File: src/rtl/audio_dac_serializer.sv
// audio_dac_serializer
// Output-side audio serializer for the filter datapath. Mono Q15 samples
// enter through a valid/ready handshake into a 2-entry FIFO. One sample is
// popped per frame and shifted MSB-first onto sdata in both the left and
// the right slot.
//
// Parameters:
//   CLK_DIV   - clk cycles per half period of bclk (>= 1)
//   SLOT_BITS - bclk periods per channel slot (17..32)
// Ports:
//   clk          - system clock, rising edge
//   reset        - asynchronous, active-high
//   sample_in    - signed Q15 sample
//   sample_valid - sample_in is valid
//   sample_ready - FIFO can accept a sample
//   bclk         - serial bit clock (registered)
//   lrck         - 0 = left slot, 1 = right slot (registered)
//   sdata        - serial data, MSB first (registered)
//   underrun     - one-clk pulse when a frame starts with the FIFO empty
// Build option:
//   I2S_DELAY_EN - defined: I2S format (MSB one bclk after the lrck edge);
//                  undefined: left-justified (MSB on the lrck edge)
module audio_dac_serializer #(
    parameter int CLK_DIV   = 4,
    parameter int SLOT_BITS = 32
) (
    input  logic        clk,
    input  logic        reset,
    input  logic [15:0] sample_in,
    input  logic        sample_valid,
    output logic        sample_ready,
    output logic        bclk,
    output logic        lrck,
    output logic        sdata,
    output logic        underrun
);

    localparam int PW         = (CLK_DIV > 1) ? $clog2(CLK_DIV) : 1;
    localparam int FRAME_BITS = 2 * SLOT_BITS;
    localparam int BW         = $clog2(FRAME_BITS);

    logic [PW-1:0] pre;
    logic [BW-1:0] bit_cnt;
    logic [15:0]   fifo_mem [2];
    logic [1:0]    count;
    logic [15:0]   frame_sample;

    logic          pre_tc;
    logic          bit_tick;
    logic          frame_start;
    logic          push;
    logic          pop;
    logic [BW-1:0] bit_cnt_nxt;
    logic [BW-1:0] slot_pos;
    logic [15:0]   data_sample;
    logic          in_data;
    logic [3:0]    bit_idx;
    logic          sdata_nxt;

    assign sample_ready = (count < 2'd2);
    assign push         = sample_valid & sample_ready;

    // A bit tick is the prescaler wrap that takes bclk from 1 to 0.
    assign pre_tc      = (pre == PW'(CLK_DIV - 1));
    assign bit_tick    = pre_tc & bclk;
    assign bit_cnt_nxt = (bit_cnt == BW'(FRAME_BITS - 1)) ? '0 : bit_cnt + 1'b1;
    assign frame_start = bit_tick & (bit_cnt_nxt == '0);
    assign pop         = frame_start & (count != 2'd0);

    // sdata is computed from the post-tick bit position so that data, lrck
    // and the popped sample all change on the same clk edge.
    always_comb begin
        slot_pos = bit_cnt_nxt;
        if (bit_cnt_nxt >= BW'(SLOT_BITS))
            slot_pos = bit_cnt_nxt - BW'(SLOT_BITS);
        data_sample = frame_sample;
        if (frame_start)
            data_sample = (count != 2'd0) ? fifo_mem[0] : '0;
`ifdef I2S_DELAY_EN
        in_data = (slot_pos != '0) && (slot_pos <= BW'(16));
        bit_idx = 4'(BW'(16) - slot_pos);
`else
        in_data = (slot_pos < BW'(16));
        bit_idx = 4'(BW'(15) - slot_pos);
`endif
        sdata_nxt = in_data ? data_sample[bit_idx] : 1'b0;
    end

    always_ff @(posedge clk or posedge reset) begin
        if (reset) begin
            pre          <= '0;
            bclk         <= 1'b0;
            bit_cnt      <= BW'(FRAME_BITS - 1);
            lrck         <= 1'b1;
            sdata        <= 1'b0;
            underrun     <= 1'b0;
            frame_sample <= '0;
        end else begin
            underrun <= 1'b0;
            if (pre_tc) begin
                pre  <= '0;
                bclk <= ~bclk;
            end else begin
                pre <= pre + 1'b1;
            end
            if (bit_tick) begin
                bit_cnt <= bit_cnt_nxt;
                lrck    <= (bit_cnt_nxt >= BW'(SLOT_BITS));
                sdata   <= sdata_nxt;
                if (frame_start) begin
                    frame_sample <= data_sample;
                    underrun     <= (count == 2'd0);
                end
            end
        end
    end

    // Head is always fifo_mem[0]; a pop shifts entry 1 down. On a
    // simultaneous push/pop (count is necessarily 1) the new sample
    // replaces the head in place.
    always_ff @(posedge clk or posedge reset) begin
        if (reset) begin
            count       <= '0;
            fifo_mem[0] <= '0;
            fifo_mem[1] <= '0;
        end else begin
            case ({push, pop})
                2'b11: fifo_mem[0] <= sample_in;
                2'b01: begin
                    fifo_mem[0] <= fifo_mem[1];
                    count       <= count - 2'd1;
                end
                2'b10: begin
                    fifo_mem[count[0]] <= sample_in;
                    count              <= count + 2'd1;
                end
                default: ;
            endcase
        end
    end

endmodule

File: config.mk
export PLATFORM = sky130hd
export DESIGN_NAME = audio_dac_serializer
export DESIGN_NICKNAME = d
export VERILOG_FILES = /design/src/rtl/audio_dac_serializer.sv
export SDC_FILE = /design/constraint.sdc
export NUM_CORES = 1
export LEC_CHECK = 0
export ABC_AREA = 0
export BUFFER_PORTS_ARGS = -buffer_cell sky130_fd_sc_hd__buf_2
export CELL_PAD_IN_SITES_DETAIL_PLACEMENT = 2
export CELL_PAD_IN_SITES_GLOBAL_PLACEMENT = 2
export CORE_MARGIN = 3
export CORE_UTILIZATION = 38
export DETAILED_ROUTE_END_ITERATION = 8
export HOLD_SLACK_MARGIN = 0.1
export PLACE_DENSITY_LB_ADDON = 0.1
export SYNTH_ARGS = -nofsm -noshare
export SYNTH_HDL_FRONTEND = slang
export SYNTH_SLANG_ARGS = --single-unit
File: constraint.sdc
create_clock -name clk -period 3.6 [get_ports clk]
set_input_delay 0.18 -clock clk [delete_from_list [all_inputs] [get_ports clk]]
set_output_delay 0.18 -clock clk [all_outputs]
set_load 0.01 [all_outputs]
==> results of run 1 <==
## worst max-delay path: cells and delay by family (launching register included)
| family | cells | cell delay, ps |
|---|---|---|
| adders and majority gates | 1 | 400 |
| DFF | 1 | 630 |
| AOI/OAI and AO/OA | 3 | 930 |
| and+or+nand+nor | 5 | 1170 |
## per-stage QoR
| step | util [%] | total power [W] | hold WS [ps] | area [µm²] |
|---|---|---|---|---|
| after floorplan | - | 0.000749 | 331 | 3060 |
| after global placement | 42.3 | 0.000774 | 414 | 3280 |
| after detailed placement | 42.3 | 0.000776 | 427 | 3280 |
| after CTS | 47.0 | 0.00155 | 101 | 3650 |
| after global routing | 47.0 | 0.00159 | 104 | 3650 |
| final | 47.0 | 0.00153 | 110 | 3650 |
## flip-flops by register name (all words and copies together), names as in the netlist
register      cells
sdata             1
underrun          1
bclk              1
count             2
pre               2
bit_cnt           6
frame_sample     16
fifo_mem         32
lrck              1
## cell usage after synthesis (all sizes together) (2+ instances only)
cell    number
or2          2
clkbuf      15
dfrtp       55
a22oi       16
a21oi        4
buf          4
nand2       55
a31oi        3
nand4        2
inv          6
ha           6
nor3         3
o31a         3
nand3        6
mux2        18
nor2        22
o21bai       2
or3          2
a221oi       3
mux2i        5
dfstp        7
nor2b        2
o211ai       5
o21ai       42
o2111a       2
xnor2        6
## layer usage
layer | up-vias | GRT usage, %
met2 | 28 | 35.5
met5 | - | 0
met3 | 7 | 4.18
met1 | 1261 | 26.4
met4 | 0 | 5.33
li1 | 1168 | -
## cell families (layout without fill, tap and decap cells)
logic type	count (synthesis)	in the layout	share of synthesized area, %
simple gates	98	98	14.3
compound gates	87	87	18.5
flops	62	62	51.1
buf+inv	25	66	3.44
mux	23	23	8.27
xor+xnor	7	7	2.01
fa+ha+maj	6	6	2.46
## power by group
part | switching (W) | internal [W]
registers | 0.00000925 | 0.000706
clock network | 0.000283 | 0.000475
logic | 0.0000323 | 0.0000265
## area by class of cell
cell class,instances,share of cell area (%)
Timing Repair Buffer,45,8.57
Sequential cell,62,42.7
Multi-Input combinational cell,221,38.1
Inverter,6,0.617
Tap cell,102,3.50
Clock buffer,11,3.87
Clock inverter,4,2.61
## worst max path at each step
stage / start / end / slack, ps
final: bit_cnt[2] / fifo_mem[23] / 330
after global routing: bit_cnt[0] / fifo_mem[23] / 100
after CTS: bit_cnt[2] / fifo_mem[23] / 310
after detailed placement: bit_cnt[2] / fifo_mem[18] / 490
after global placement: bit_cnt[2] / fifo_mem[18] / 550
after floorplan: bit_cnt[0] / fifo_mem[0] / 370
## what timing repair did
item | 4_1_cts | 5_1_grt
resized for setup | 0 | 0
hold buffers | 13 | 0
endpoints found under the hold margin | 45 | 0
==> impl_results.rst, run 1 <==
.. list-table::
   :header-rows: 1

   * - Metric
     - Value
   * - Most used cells in the layout excluding fill and tap cells
     - 55 x dfrtp_1, 54 x nand2_1, 40 x o21ai_0
   * - First-pass GRT wire length
     - 14.4 mm
   * - Slew margin rel.
     - 40.5%
   * - Worst r2r path cells
     - 9
   * - Horizontal die dimension
     - 95.7 µm
   * - Area leader, netlist
     - dfrtp_1
   * - Slew of the pin with the lowest slew margin
     - 892 ps
   * - I/O Buffers
     - 23
   * - Detailed-router iteration count before antenna repair
     - 4
   * - Number of nets at the end of the flow
     - 370
   * - Clock skew
     - 11.2 ps
   * - Number of pins with negative max-slew slack in the final report
     - 0
   * - Final setup violating endpoints
     - 0
   * - Required time of the worst setup path
     - 3810 ps
   * - Most common library cell in the layout ignoring fill and taps
     - dfrtp_1
   * - Crit path time final
     - 3270 ps
   * - CTS tree
     - yes
   * - Mean post-synth cell area
     - 9.92 µm²
   * - Hold path depth
     - 2
   * - Inserted Clock Buffers
     - 9
   * - Share of the synthesized area in the top cell type
     - 45.0%
   * - Power density of the placed cells
     - 420 nW/µm²
   * - Met3 Wirelength
     - 156 µm
   * - Result of the run
     - complete, no violations
   * - Clock latency of the later-clocked register in the worst-skew pair
     - 340 ps
   * - GR Util All Layers
     - 20.6%
   * - Detailed-routed wire length on met2
     - 4.37 mm
   * - Number of top-level pins
     - 24
   * - Setup crit start kind
     - register
   * - Routability-driven placement congestion ratio
     - 0.805
   * - Ys flop type
     - dfrtp_1
   * - Layout-stage area growth over the synthesis result
     - 19.5%
   * - Final routed DRC violation total
     - 0
   * - Routed length per placed instance
     - 18.8 µm
   * - Maxcap violations
     - 0
   * - Area of the core
     - 7770 µm²
   * - Largest net degree at the start of global routing
     - 42
   * - Placed wire-length estimate after detailed placement
     - 5.75 mm
   * - Worst reg-to-reg setup slack
     - 330 ps
   * - Post-Route M1 WL
     - 3.89 mm
   * - Sinks on the clock net
     - 62
   * - Routed Wire Length
     - 8.49 mm
   * - Count of vias placed by the detailed router
     - 2464
   * - Maximum net fanout on the critical path
     - 16
   * - Worst Setup Slack post-DPL
     - 491 ps
   * - Fraction of final layout cells sized beyond drive strength 1
     - 23.5%
   * - Achievable frequency
     - 0.306 GHz
   * - Count of flip-flops with a built-in enable after synthesis
     - 0
   * - DP Cell Count
     - 423
   * - TNS Setup
     - 0 ps
   * - Clock-pin slew on the worst setup and hold paths
     - 80 ps
   * - Number of fill cells in the layout
     - 847
   * - Unrepaired setup endpoints after global routing
     - no
   * - Sequential standard cell area
     - 1560 µm²
   * - Post-route worst setup slack
     - 334 ps
   * - Via count of the first global-routing pass
     - 2779
   * - Diodes inserted
     - 0
   * - Worst Min Path Start
     - sample_in[9]
   * - Max incr delay on CP
     - 630 ps
   * - Hold crit path type
     - in -> reg
   * - Initial Util
     - 39.3%
   * - Worst setup path class
     - reg -> reg
   * - Number of placement rows
     - 32
   * - Final hold violation count
     - 0
   * - Largest vdd supply drop
     - 208 µV
   * - Number of vias per cell
     - 5.46
   * - Post-CTS setup buffers
     - 0
   * - Starting DRT DRC Count
     - 79
   * - Highest metal layer with signal wires
     - met4
   * - Data arrival time at the worst-slack endpoint
     - 3480 ps
   * - Main area contributors after synthesis
     - dfrtp_1 45%, mux2_2 6.6%, nand2_1 6.6%
   * - Synthesis warning total
     - 0
   * - Crit-path cells
     - nand3_1, or3_1, and3_1, nand2_2, nor2_4, ha_1, a21o_1, a22oi_1, o21ai_0
   * - Startpoint of the worst register-to-register path
     - bit_cnt[2]
   * - Chip height
     - 95.7 µm
   * - Antenna Violating Nets Remaining
     - 0
   * - Deepest level of the CTS H-tree
     - 3
   * - Area used by multi-input combinational logic
     - 1390 µm²
   * - Hold Path Sink
     - fifo_mem[9]
   * - Final cell count without fillers
     - 451
   * - Register bit total from synthesis
     - 62
   * - Initial antenna violation count
     - 0
   * - Gr ovfl total
     - 0
   * - Fraction of registers with async set or reset after synthesis
     - 100%
   * - Crit. End Element
     - register
   * - Bufs on Longest Clock Path
     - 2
   * - Register area share after synthesis
     - 51.1%
   * - Die area
     - 9150 µm²
   * - Share of the clock period used by the worst path after layout
     - 90.7%
   * - Worst-path cell with the longest stage delay
     - dfstp_2
   * - Leak pwr
     - 1.78 nW
   * - Summed instance area of the synthesized netlist
     - 3060 µm²
   * - Post-synthesis net count
     - 333
   * - Root Driver
     - clkbuf_8
   * - Endpoint of the lowest-slack register-to-register path
     - fifo_mem[23]
   * - Number of distinct standard cells referenced by the synthesized netlist
     - 46
   * - Post-Syn Instances
     - 308
(Power assumes the default switching activity.)
==> run 2: changes to the inputs <==
Settings changed: PLACE_DENSITY set to 0.87, PLACE_DENSITY_LB_ADDON 0.1 to not set.
==> impl_results.rst, run 2 (synthesized netlist as in run 1, its figures left out) <==
.. list-table::
   :header-rows: 1

   * - Metric
     - Value
   * - Result of the run
     - complete, no violations
   * - Hold crit path type
     - reg -> reg
   * - Horizontal die dimension
     - 95.7 µm (unchanged)
   * - Largest vdd supply drop
     - 258 µV (+24%)
   * - Number of vias per cell
     - 5.61 (+2.7%)
   * - Data arrival time at the worst-slack endpoint
     - 3430 ps (-50 ps)
   * - Unrepaired setup endpoints after global routing
     - no
   * - Starting DRT DRC Count
     - 81 (+2.5%)
   * - Deepest level of the CTS H-tree
     - 3 (unchanged)
   * - Share of the clock period used by the worst path after layout
     - 87.9% (-2.8 points)
   * - CTS tree
     - yes
   * - Largest net degree at the start of global routing
     - 43 (+2.4%)
   * - GR Util All Layers
     - 22.8% (+2.2 points)
   * - Achievable frequency
     - 0.316 GHz (+3.2%)
   * - Slew margin rel.
     - 39.8% (-0.73 points)
   * - Most used cells in the layout excluding fill and tap cells
     - 55 x dfrtp_1, 54 x nand2_1, 40 x o21ai_0
   * - Regs by FF count
     - fifo_mem: 32 flops, frame_sample: 16 flops, bit_cnt: 6 flops
   * - Area of the core
     - 7770 µm² (unchanged)
   * - Final setup violating endpoints
     - 0 (unchanged)
   * - Worst setup path class
     - reg -> reg
   * - Number of pins with negative max-slew slack in the final report
     - 0 (unchanged)
   * - Antenna Violating Nets Remaining
     - 0 (unchanged)
   * - Chip height
     - 95.7 µm (unchanged)
   * - Clock skew
     - 12.9 ps (+1.68 ps)
   * - Biggest register
     - fifo_mem
   * - Clock-pin slew on the worst setup and hold paths
     - 70 ps (about the same)
   * - Detailed-router iteration count before antenna repair
     - 4 (unchanged)
   * - Root Driver
     - clkbuf_8
   * - TNS Setup
     - 0 ps (unchanged)
   * - Initial antenna violation count
     - 0 (unchanged)
   * - Inserted Clock Buffers
     - 9 (unchanged)
   * - Leak pwr
     - 1.78 nW (-0.16%)
   * - Maximum net fanout on the critical path
     - 16 (unchanged)
   * - Diodes inserted
     - 0 (unchanged)
   * - Placed wire-length estimate after detailed placement
     - 5.62 mm (-2.3%)
   * - Crit-path cells
     - nand3_1, or3_1, and3_1, nand2_2, nor2_4, ha_1, a21o_1, a22oi_1, o21ai_0
   * - Via count of the first global-routing pass
     - 2846 (+2.4%)
   * - Power density of the placed cells
     - 390 nW/µm² (-7.1%)
   * - Initial Util
     - 39.3% (unchanged)
   * - Crit. End Element
     - register
   * - Setup crit start kind
     - register
   * - Number of top-level pins
     - 24 (unchanged)
   * - I/O Buffers
     - 23 (unchanged)
   * - Die area
     - 9150 µm² (unchanged)
   * - Number of placement rows
     - 32 (unchanged)
   * - Count of vias placed by the detailed router
     - 2554 (+3.7%)
   * - Max incr delay on CP
     - 620 ps (about the same)
   * - Gr ovfl total
     - 0 (unchanged)
   * - Routed Wire Length
     - 9.53 mm (+12%)
   * - Bufs on Longest Clock Path
     - 2 (unchanged)
   * - Required time of the worst setup path
     - 3860 ps (+50 ps)
   * - Sinks on the clock net
     - 62 (unchanged)
   * - Routability-driven placement congestion ratio
     - 0.760 (-5.6%)
   * - Slew of the pin with the lowest slew margin
     - 902 ps (+10.9 ps)
   * - Layout-stage area growth over the synthesis result
     - 19.4% (about the same)
   * - Final routed DRC violation total
     - 0 (unchanged)
   * - Number of fill cells in the layout
     - 824 (-2.7%)
   * - Number of flip-flops in the largest register
     - 32 (unchanged)
   * - Fraction of final layout cells sized beyond drive strength 1
     - 23.8% (+0.30 points)
   * - Clock latency of the later-clocked register in the worst-skew pair
     - 370 ps (+30 ps)
   * - Maxcap violations
     - 0 (unchanged)
   * - Post-layout total power
     - 0.00142 W (-7.1%)
   * - Crit path time final
     - 3170 ps (-101 ps)
   * - Final hold violation count
     - 0 (unchanged)
   * - Number of nets at the end of the flow
     - 373 (+0.81%)
   * - Routed length per placed instance
     - 20.9 µm (+11%)
   * - First-pass GRT wire length
     - 15.4 mm (+6.7%)
   * - Most common library cell in the layout ignoring fill and taps
     - dfrtp_1
   * - Worst-path cell with the longest stage delay
     - dfstp_2
-- run 2: metrics by stage --
| stage | setup slack, ps | hold slack, ps | util, % | instance area, µm² | cells |
|---|---|---|---|---|---|
| 2_1_floorplan | 370 | 331 | - | 3060 | 308 |
| 3_3_place_gp | 390 | 399 | 42.2 | 3280 | 422 |
| 3_5_place_dp | 222 | 412 | 42.2 | 3280 | 422 |
| 4_1_cts | 170 | 415 | 46.9 | 3640 | 455 |
| 5_1_grt | 184 | 461 | 47.0 | 3650 | 455 |
| 6_report | 435 | 432 | 47.0 | 3650 | 455 |
-- run 2: worst max-delay path: cells and delay by family (launching register included) --
family | cells | cell delay (ps)
AOI/OAI and AO/OA | 3 | 930
and+or+nand+nor | 5 | 1130
adders and majority gates | 1 | 390
DFF | 1 | 620
-- run 2: final cells by class --
cell class / instances / area [µm²] / area share [%]
clock buffers: 10 / 138 / 3.77
clock inverters: 6 / 61.3 / 1.68
inverters: 6 / 22.5 / 0.617
multi-input cells: 221 / 1390 / 38.2
flip-flops and latches: 62 / 1560 / 42.8
well taps: 102 / 128 / 3.50
repair buffers: 48 / 345 / 9.47
-- run 2: per-layer routing --
metal / share of wire (%) / vias up / track usage [%]
li1: - / 1170 / -
met1: 42 / 1321 / 26.4
met2: 53 / 47 / 41.2
met3: 3.0 / 16 / 5.60
met4: 1.9 / 0 / 7.35
met5: 0 / - / 0
-- run 2: worst paths after layout --
kind / startpoint / to / slack [ps] / cells after the start
hold / removal: pre[0] / pre[0] / 430 / 1
max in group asynchronous: reset / bit_cnt[0] / 2150 / 4
setup / recovery: bit_cnt[2] / fifo_mem[25] / 430 / 9
min in group asynchronous: reset / pre[1] / 560 / 3
hold reg to reg: pre[0] / pre[0] / 430 / 1
setup reg to reg: bit_cnt[2] / fifo_mem[25] / 430 / 9
-- run 2: where the power goes --
part / internal, W / total (W) / switching (W)
clock: 0.000336 / 0.000640 / 0.000304
combinational: 0.0000294 / 0.0000673 / 0.0000379
sequential: 0.000706 / 0.000715 / 0.00000924
-- run 2: timing repair --
action                                  in CTS  in global routing
endpoints found under the setup margin       0                 16
hold endpoints to repair                    56                  0
resized for setup                            0                  1
setup buffers                                0                  0
hold buffers                                17                  0
